**src/rtl/sram_like_slave.sv**
```systemverilog
// rtl/sram_like_slave.sv - SRAM-like slave: in-order response queue in front of a synchronous RAM
// Requests launch to the RAM on accept; each queue entry waits out its own latency before returning.
module sram_like_slave #(
    parameter int QUEUE_DEPTH = 4
) (
    input  logic        clk,
    input  logic        resetn,
    input  logic        req,
    input  logic        wr,
    input  logic [1:0]  size,
    input  logic [3:0]  wstrb,
    input  logic [31:0] addr,
    input  logic [31:0] wdata,
    output logic        addr_ok,
    output logic        data_ok,
    output logic [31:0] rdata,
    input  logic [2:0]  delay_cfg,
    output logic        ram_en,
    output logic [3:0]  ram_wen,
    output logic [31:0] ram_addr,
    output logic [31:0] ram_wdata,
    input  logic [31:0] ram_rdata
);
    localparam int PW = $clog2(QUEUE_DEPTH);
    localparam logic [PW:0] FULL_C = (PW + 1)'(QUEUE_DEPTH);

    logic [QUEUE_DEPTH-1:0] vld_q, wr_flag_q, cap_q;
    logic [2:0]             cnt_q  [QUEUE_DEPTH];
    logic [31:0]            data_q [QUEUE_DEPTH];
    logic [PW-1:0]          rd_ptr_q, wr_ptr_q, cap_idx_q;
    logic [PW:0]            count_q, count_d;
    logic                   cap_pend_q;

    logic        accept, pop, head_cap;
    logic [31:0] head_data;
    logic        unused_size;

    assign unused_size = ^size;

    // A pop in the same cycle does not free a slot: count_q only.
    assign addr_ok = req && (count_q < FULL_C) && resetn;
    assign accept  = req && addr_ok;

    assign ram_en    = accept;
    assign ram_wen   = (accept && wr) ? wstrb : 4'h0;
    assign ram_addr  = addr;
    assign ram_wdata = wdata;

    // The entry accepted last cycle counts as captured now: its RAM data is on ram_rdata.
    assign head_cap  = cap_q[rd_ptr_q] || (cap_pend_q && (cap_idx_q == rd_ptr_q));
    assign head_data = cap_q[rd_ptr_q]     ? data_q[rd_ptr_q] :
                       wr_flag_q[rd_ptr_q] ? 32'h0 : ram_rdata;

    assign data_ok = resetn && (count_q != '0) && vld_q[rd_ptr_q] && head_cap
                     && (cnt_q[rd_ptr_q] == 3'd0);
    assign pop     = data_ok;
    assign rdata   = data_ok ? head_data : 32'h0;

    always_comb begin
        count_d = count_q;
        if (accept && !pop) begin
            count_d = count_q + (PW + 1)'(1);
        end else if (pop && !accept) begin
            count_d = count_q - (PW + 1)'(1);
        end
    end

    always_ff @(posedge clk) begin
        if (!resetn) begin
            vld_q      <= '0;
            cap_q      <= '0;
            rd_ptr_q   <= '0;
            wr_ptr_q   <= '0;
            count_q    <= '0;
            cap_pend_q <= 1'b0;
            cap_idx_q  <= '0;
        end else begin
            for (int i = 0; i < QUEUE_DEPTH; i++) begin
                if (vld_q[i] && (cnt_q[i] != 3'd0)) begin
                    cnt_q[i] <= cnt_q[i] - 3'd1;
                end
            end
            if (cap_pend_q) begin
                data_q[cap_idx_q] <= wr_flag_q[cap_idx_q] ? 32'h0 : ram_rdata;
                cap_q[cap_idx_q]  <= 1'b1;
            end
            if (pop) begin
                vld_q[rd_ptr_q] <= 1'b0;
                rd_ptr_q        <= rd_ptr_q + PW'(1);
            end
            if (accept) begin
                vld_q[wr_ptr_q]     <= 1'b1;
                wr_flag_q[wr_ptr_q] <= wr;
                cnt_q[wr_ptr_q]     <= delay_cfg;
                cap_q[wr_ptr_q]     <= 1'b0;
                wr_ptr_q            <= wr_ptr_q + PW'(1);
            end
            cap_pend_q <= accept;
            cap_idx_q  <= wr_ptr_q;
            count_q    <= count_d;
        end
    end
endmodule

```
**config.mk**
```make
export PLATFORM = sky130hd
export DESIGN_NAME = sram_like_slave
export DESIGN_NICKNAME = d
export VERILOG_FILES = /design/src/rtl/sram_like_slave.sv
export SDC_FILE = /design/constraint.sdc
export NUM_CORES = 1
export LEC_CHECK = 0
export CAP_MARGIN = 20
export CORE_ASPECT_RATIO = 0.9
export CORE_UTILIZATION = 52
export DETAILED_ROUTE_END_ITERATION = 8
export GPL_TIMING_DRIVEN = 0
export PLACE_DENSITY = 0.93
export REMOVE_ABC_BUFFERS = 1
export SLEW_MARGIN = 10
export SYNTH_ARGS = -nofsm -noshare
export SYNTH_HDL_FRONTEND = slang
export SYNTH_SLANG_ARGS = --single-unit
```
**constraint.sdc**
```tcl
create_clock -name clk -period 8.5 [get_ports clk]
set_input_delay 1.7 -clock clk [delete_from_list [all_inputs] [get_ports clk]]
set_output_delay 1.7 -clock clk [all_outputs]
set_load 0.02 [all_outputs]
```
### Yosys cells after proc, flatten, opt, wreduce, memory -nomap -nowiden

Memory sizes are Yosys's and may differ from the RTL's. A register that Yosys moved wholly into a read port is not among the register bits.
Cells that the tools add are included.

| cells by class | value |
|---|---|
| multipliers | 0 |
| equality and inequality tests | 1 |
| reductions and logical operators | 29 |
| mux-type cells | 50 |
| divide/modulo/power cells | 0 |
| $add $sub $neg | 8 |
| bitwise operators | 6 |
| shifts and indexed selects | 0 |
| order comparisons | 7 |

Operators by type and width:

| kind | number |
|---|---|
| 2-to-1 mux 32 bit | 4 |
| 2-to-1 mux 4 bit | 7 |
| 2-to-1 mux 1 bit | 25 |
| logical AND 1 bit | 18 |
| nonzero test 3 bit | 5 |
| subtractor 3 x 1 -> 3 bit (second input constant) | 5 |
| < comparator 2 x 3 -> 1 bit (second input constant) | 3 |
| AND 4 bit | 2 |
| binary-select mux 1 bit (select 2 bit) | 4 |
| 2-to-1 mux 2 bit | 4 |
| inverter 4 bit | 2 |
| bitwise OR 4 bit | 2 |
| demux 1 bit (select 2 bit) | 3 |
| greater-or-equal comparator 2 x 1 -> 1 bit (second input constant) | 3 |
| 2-to-1 mux 3 bit | 2 |
| adder 2 x 1 -> 2 bit (second input constant) | 2 |
| bitwise mux 4 bit | 1 |
| adder 3 x 1 -> 3 bit (second input constant) | 1 |
| zero test 3 bit | 1 |
| < comparator 3 bit (second input constant) | 1 |
| == test 2 bit | 1 |
| zero test 1 bit | 2 |
| AND reduction 2 bit | 1 |
| nonzero test 2 bit | 1 |
| logical OR 1 bit | 1 |

| storage, ports and cells | value |
|---|---|
| input port bits | 109 |
| RAM bits | 140 |
| output and inout bits | 103 |
| bits in read-only memories | 0 |
| bits in registers | 22 |
| memories | 2 |
| bits in latches | 0 |
| logic and storage cells | 111 |

Memories:

| memory | depth | bits a word | read ports | clocked after Yosys merged registers in | wr ports | RTL line | text |
|---|---|---|---|---|---|---|---|
| data_q | 4 | 32 | 1 | 1 | 1 | 29 | `logic [31:0] data_q [QUEUE_DEPTH];` |
| cnt_q | 4 | 3 | 5 | 1 | 5 | 28 | `logic [2:0] cnt_q [QUEUE_DEPTH];` |

### Logic depth before layout (Yosys ltp)

Gate-level depths: netlist of run 1.

| depth | value |
|---|---|
| depth in word-level cells | 10 |
| gate-level depth with buffers | 12 |

### Worst setup path after synthesis of run 1

No wires, ideal clock.

| timing | value |
|---|---|
| path type | input to output |
| start | in req |
| end | out ram_wen[0] |
| arrival time | 2.607 ns |
| stages on the path | 3 |
| slack | 4.193 ns |
| required time | 6.800 ns |
| cell sequence | and3b_1 clkbuf_1 and3_1 |

| on the way | value |
|---|---|
| word-level cells in the longest chain between the ends | 5 |

Ends and longest elaborated chain:

| what | RTL line | text |
|---|---|---|
| from (decl) | 8 | `input logic req,` |
| logical AND 1 bit (2 in a row) | 41 | `assign addr_ok = req && (count_q < FULL_C) && resetn;` |
| logical AND 1 bit (*) | 42 | `assign accept = req && addr_ok;` |
| net ram_en | 18 | `output logic ram_en,` |
| logical AND 1 bit (*) | 45 | `assign ram_wen = (accept && wr) ? wstrb : 4'h0;` |
| 2-to-1 mux 4 bit (*) | 45 |  |
| to (decl) | 19 | `output logic [3:0] ram_wen,` |

Mark *: on every way through the listed nets, which the timed path passes. The rest lies on a longest branch.

### Final worst setup path of run 1

| timing | value |
|---|---|
| start | in resetn |
| end | out data_ok |

| on the way | value |
|---|---|
| word-level cells in the longest chain between the ends | 4 |

Ends and longest elaborated chain:

| what | RTL line | text |
|---|---|---|
| from (decl) | 7 | `input logic resetn,` |
| logical AND 1 bit (3 in a row) | 54 | `assign data_ok = resetn && (count_q != '0) && vld_q[rd_ptr_q] && head_cap` |
| logical AND 1 bit | 55 | `&& (cnt_q[rd_ptr_q] == 3'd0);` |
| to (decl) | 15 | `output logic data_ok,` |

No other way between the ends.

==> results of run 1 <==
state kept, by name, summed over array words and instances, names as in the netlist, named ones only:
| signal | flops |
|---|---|
| cnt_q | 12 |
| data_q | 128 |
| cap_pend_q | 1 |
| cap_idx_q | 2 |
| vld_q | 4 |
| wr_ptr_q | 2 |
| wr_flag_q | 4 |
| cap_q | 4 |
| rd_ptr_q | 2 |
| count_q | 3 |
final cells by class:
cell class              instances  area (um^2)  area share (%)
flip-flops and latches        164         4727           53.19
repair buffers                 87        938.4           10.56
clock inverters                13        205.2           2.309
inverters                      23        86.33          0.9714
well taps                     193        241.5           2.717
multi-input cells             250         2236           25.16
clock buffers                  19        452.9           5.096
per-layer routing:
metal  part of all wire [%]  vias up
met5                   0.53        -
met4                   0.73        2
met3                     12       16
met2                     46      302
met1                     41     2282
li1                       -     1915
through the flow:
step	instances	utilization, %
2_1_floorplan	437	-
3_3_place_gp	711	56.95
3_5_place_dp	717	58.12
4_1_cts	749	62.77
5_1_grt	749	62.77
6_report	749	62.77
path summary, 6_finish.rpt:
kind,from,endpoint,slack (ns),cells past startpoint
worst max-delay path,resetn,data_ok,1.84,5
worst min-delay path,vld_q[0],vld_q[0],0.52,2
worst max register to register,rd_ptr_q[1],count_q[2],4.45,9
worst min register to register,vld_q[0],vld_q[0],0.52,2
cell families after synthesis:
kind of cell,after synthesis
xor+xnor,4
simple gates,125
buf+inv,114
fa+ha+maj,18
flops,164
compound gates,61
mux,42
critical path: cells and delay by family:
kind            cells  cell delay, ns
buf+inv             3            2.09
simple gates        1            0.78
compound gates      1            0.38
power by group:
| group | switching [mW] | total (mW) | internal, mW | leakage (nW) |
|---|---|---|---|---|
| clock network | 0.309 | 0.845 | 0.536 | 0.317 |
| logic | 0.0842 | 0.147 | 0.0629 | 1.18 |
| registers | 0.0126 | 0.922 | 0.909 | 1.48 |
| total | 0.406 | 1.91 | 1.51 | 2.98 |
synth_stat cells (all sizes together):
cell / count / area [um^2]
xor2: 1 / 8.760
nand3: 1 / 10.01
and3: 4 / 25.02
and3b: 3 / 26.28
a21boi: 1 / 7.510
mux2i: 3 / 30.03
a31oi: 1 / 6.260
and2: 3 / 18.77
a21oi: 12 / 60.06
clkbuf: 15 / 56.30
or3: 1 / 6.260
o311a: 1 / 10.01
dfxtp: 20 / 400.4
o21ai: 9 / 45.04
nand2b: 1 / 6.260
a31o: 1 / 8.760
fa: 1 / 20.02
xnor2: 3 / 26.28
a2bb2oi: 4 / 60.06
a22oi: 32 / 240.2
nor2: 55 / 209.0
buf: 76 / 564.3
nand2: 18 / 67.56
inv: 23 / 86.33
mux2: 2 / 22.52
ha: 17 / 212.7
nand4: 1 / 6.260
nor3: 4 / 20.02
nor2b: 33 / 206.5
mux4: 37 / 833.3
nor3b: 1 / 7.510
edfxtp: 144 / 4324
==> key figures, run 1 <==
Global routing
  – Most used routing layer: met2
  – Global route overflow: 0
  – Largest net degree at the start of global routing: 39
  – Gr usage total: about a quarter
  – Routing usage on met3: between 10% and 20%
  – Antenna violations before repair: 0
  – Grt met1 use: 32.48%
  – First-pass GRT wire length: about 27,000 um
  – Number of global-route vias before repair: 4,573
  – Met2 Use GR: 36.97%

Layout
  – ANT cells: 0
  – Finished Cell Area: 8887 um^2
  – FILL cells: 964
  – Nets: 670
  – Most frequent cells in the layout: 144 x edfxtp_1, 81 x clkdlybuf4s50_1, 50 x nor2_1
  – Area grow syn2layout: 16.44%
  – Most common library cell in the layout ignoring fill and taps: edfxtp_1
  – Share of cells above drive strength 1: 16.01%

Timing
  – Hold Fails Final Rpt: 0
  – Clock skew: 0.009397 ns
  – Period utilization: 78.32%
  – Max frequency: 150.2 MHz
  – Max-slew violations: 0
  – Unrepaired setup endpoints after global routing: no
  – Final Setup Violations: 0
  – Fin crit period: 6.657 ns
  – Slew @ Worst Pin: slightly below 1 ns
  – Fin Setup TNS: 0 ns
  – Worst hold slack: 0.5205 ns
  – Slew margin rel.: 33.92%
  – Final WS setup: between 1.5 and 2 ns

Drt
  – Vias: approximately 4,500
  – First drt pass iteration count: 4
  – # DRC: 0
  – DRT Wirelength: 18,260 um
  – Via/cell ratio: 6.031
  – DR WL/cell: about 24 um
  – DRT antenna net count: 0
  – First DRT Iteration DRCs: ~480

CTS
  – CTS Hold Bufs: 0
  – CTS Buffer Depth: 2
  – Reg clk slew, reported paths: 0.06 ns
  – Sink Count: 164
  – Post-CTS Resized: 0
  – CTS tree: built
  – Worst skew pair latency: 0.43 ns
  – Number of buffers created by CTS: 17
  – CTS root buf: clkbuf_16
  – Postcts setup bufs: 0
  – H-tree level count: 4

Synth
  – Yosys cell types: 38
  – Register area share after synthesis: 61.90%
  – Compound-gate portion of the synthesized area: around 5.7%
  – #FFs+latches synth: 164
  – Synth Instances: between 500 and 600
  – Simple-gate area share of the yosys netlist: 7.984%
  – Largest family of logic cells by synthesized area: multiplexers
  – Adder-Cell Fraction of Synth Area: under 10%
  – Mapped Avg Cell Area: 14.46 um^2
  – Post-synthesis xor/xnor area fraction: less than 1%
  – YS warnings: 0
  – Mapped Area: 7632 um^2
  – Multiplexer share of the synthesized area: 11.61%

Placement
  – Pre-CTS setup slack: 1.929 ns
  – Post-DP HPWL: between 10,000 and 15,000 um
  – I/O Buffers: 81
  – Routability Congestion: 0.7645
  – Cell Area, Placed: 8229 um^2

Worst setup path
  – CP dominant cell by count: clkdlybuf4s50_1
  – Crit path capture type: output port
  – Worst path arrival time: slightly below 5 ns
  – CP required: 6.80 ns
  – CP Max Fanout: 38
  – Cells along the critical path: clkdlybuf4s50_1 -> o311a_1 -> nand3_2 -> inv_2 -> clkdlybuf4s50_1
  – Max stage delay on crit path: 0.96 ns
  – Critical path class: primary input to output port
  – CP startpoint kind: primary input
  – Crit-path slowest cell: clkdlybuf4s50_1

Min path
  – Hold/Removal Path Class: flip-flop to flip-flop

Floorplanning
  – Cell row count: 41
  – Core area: 14,160 um^2
  – Die outline width: approximately 130 um
  – Io pins: 212
  – Die ar.: between 15,000 and 20,000 um^2
  – Starting Density: 53.91%
  – Chip height: 116.9 um

Flow run
  – Number of max-cap violations: 0

Pwr
  – PD cells: 215.3 nW/um^2
  – Leak pwr: 2.979 nW
  – Total power: 1.913 mW
  – Max VDD drop: between 0.15 and 0.2 mV

Run status
  – Status: finished, final reports clean
Note: power is estimated with default switching activity, not from simulation.
==> run 2: changes to the inputs <==
Settings changed: CORE_UTILIZATION 52 to 44, PLACE_DENSITY 0.93 to 0.84.
Clock period 8.5 ns to 5.6 ns, I/O delays scaled along.
==> key figures, run 2 (synthesis gave the netlist of run 1 again) <==
Layout
  – Register name with the most flops: data_q
  – Most common library cell in the layout ignoring fill and taps: edfxtp_1
  – FILL cells: 1,334
  – Nets: 671
  – Most frequent cells in the layout: 144 x edfxtp_1, 81 x clkdlybuf4s50_1, 50 x nor2_1
  – ANT cells: 0
  – Max reg flops: between 100 and 150
  – Area grow syn2layout: 16.34%
  – Share of cells above drive strength 1: 14.95%
  – Top flop regs: data_q (128), cnt_q (12)

Pwr
  – Sw power: 0.5915 mW
  – Flop pwr share: roughly 50%
  – Combinational share of power: 8.1%
  – PD cells: between 300 and 400 nW/um^2
  – Clock power frac: between 40% and 50%
  – Switching share of total power: between 20% and 30%
  – Total power: 2.805 mW
  – Max VDD drop: 0.2414 mV
  – Leak pwr: 2.958 nW
  – Internal power: 2.213 mW

Floorplanning
  – Die outline width: about 140 um
  – Chip height: roughly 130 um
  – Core area: about 17,000 um^2
  – Die ar.: 17,880 um^2
  – Io pins: about 210
  – Starting Density: 45.19%
  – Cell row count: 45

Timing
  – Period utilization: 91.51%
  – Slew @ Worst Pin: 0.8325 ns
  – Worst hold slack: 0.5242 ns
  – Max frequency: slightly below 200 MHz
  – Slew margin rel.: 44.50%
  – Clock skew: 0.007846 ns
  – Unrepaired setup endpoints after global routing: no
  – Final Setup Violations: 0
  – Hold Fails Final Rpt: 0
  – Fin crit period: 5.124 ns
  – Max-slew violations: 0

Worst setup path
  – Crit path capture type: output port
  – Critical path class: primary input to output port
  – Max stage delay on crit path: roughly 0.96 ns
  – R2R Path End: count_q[2]
  – CP Max Fanout: 38
  – Crit-path slowest cell: clkdlybuf4s50_1
  – CP startpoint kind: primary input
  – Worst Reg2Reg Path Length in Cells: 9
  – CP required: 4.48 ns
  – FF-to-FF Start: rd_ptr_q[1]
  – Cells along the critical path: clkdlybuf4s50_1 -> o311a_1 -> nand3_4 -> nor2_1 -> clkdlybuf4s50_1
  – R2r setup slk: approximately 1.8 ns
  – CP dominant cell by count: clkdlybuf4s50_1
  – Worst path arrival time: 4.00 ns

Min path
  – Hold/Removal Path Class: flip-flop to flip-flop
  – Hold Path Origin: vld_q[3]
  – Hold depth: 2
  – Hold endpoint: vld_q[3]

Drt
  – Via/cell ratio: 5.813
  – Max Used Layer: met5
  – Met2 WL post-DR: 8051 um
  – # DRC: 0
  – DRT Wirelength: roughly 18,000 um
  – DR WL/cell: around 23 um
  – WL met3: 2160 um
  – Vias: 4,453
  – First drt pass iteration count: 5
  – M1 WL: 7193 um
  – DRT antenna net count: 0
  – First DRT Iteration DRCs: 441

CTS
  – Number of buffers created by CTS: 17
  – CTS Hold Bufs: 0
  – CTS tree: built
  – CTS Buffer Depth: 2
  – H-tree level count: 4
  – Sink Count: approximately 160
  – CTS root buf: clkbuf_16
  – Worst skew pair latency: approximately 0.42 ns
  – Reg clk slew, reported paths: 0.06 ns

Placement
  – I/O Buffers: 81
  – Post-DP HPWL: 11,820 um
  – Routability Congestion: 0.7995

Global routing
  – First-pass GRT wire length: around 27,000 um
  – Gr usage total: 20.56%
  – Largest net degree at the start of global routing: 39
  – Global route overflow: 0
  – Number of global-route vias before repair: around 4,700
  – Antenna violations before repair: 0

Run status
  – Status: finished, final reports clean

Flow run
  – Number of max-cap violations: 0
-- run 2: cell types whose count changed in the layout (fill, tap and decap cells not counted), sizes merged --
| cell | change |
|---|---|
| clkbuf | -1 |
| clkinv | +1 |
| bufinv | -1 |
| buf | +1 |
| clkinvlp | -1 |
-- run 2: power groups by stage --
stage               sequential (mW)  clock [mW]  combinational (mW)
floorplan                      1.42           0               0.127
global placement               1.42           0               0.200
detailed placement             1.42           0               0.224
CTS                            1.40        1.19               0.227
global route                   1.40        1.24               0.249
finish                         1.40        1.18               0.227
-- run 2: critical path: cells and delay by family --
family | cells | cell delay, ns
compound gates | 1 | 0.39
buf+inv | 2 | 1.63
simple gates | 2 | 0.85
-- run 2: layout make-up --
cell class                      instances  area, um^2  share of cell area (%)
Clock inverter                         12       163.9                   1.846
Sequential cell                       164        4727                   53.23
Inverter                               23       86.33                  0.9722
Multi-Input combinational cell        250        2243                   25.26
Timing Repair Buffer                   88       965.9                   10.88
Tap cell                              211       264.0                   2.973
Clock buffer                           18       429.2                   4.833
-- run 2: worst max path at each step --
stage                     depth (start not counted)         to  startpoint
after floorplan                                   3   rdata[0]   flip-flop
after global placement                            4  rdata[26]   flip-flop
after detailed placement                          5  rdata[26]      resetn
after CTS                                         5  rdata[26]      resetn
after global routing                              5  rdata[18]      resetn
final                                             5  rdata[31]      resetn
-- run 2: timing repair --
action,CTS,global route
setup buffers,0,0
gates resized for setup,0,1
endpoints found under the setup margin,0,3
-- run 2: stage by stage --
step                      utilization (%)  setup TNS [ns]  std cells  instance area [um^2]  setup WS (ns)
after floorplan                         -               0        437                  7012          1.594
after global placement              47.87       -0.004531        729                  8087      -0.004531
after detailed placement            49.01               0        736                  8279         0.1118
after CTS                           52.53               0        766                  8872        0.09995
after global routing                52.57               0        766                  8880         0.3210
final                               52.57               0        766                  8880         0.4756
-- run 2: routing by layer --
| metal | track usage [%] | vias to the layer above |
|---|---|---|
| met4 | 4.987 | 4 |
| li1 | - | 1913 |
| met1 | 25.81 | 2253 |
| met2 | 30.47 | 260 |
| met5 | 6.371 | - |
| met3 | 11.10 | 23 |
==> run 3: changes to the inputs <==
Settings changed: SKIP_CTS_REPAIR_TIMING set to 1, TNS_END_PERCENT set to 100.
==> results of run 3 <==
Same layout as run 2: the final DEF is identical, and so are final timing and power.
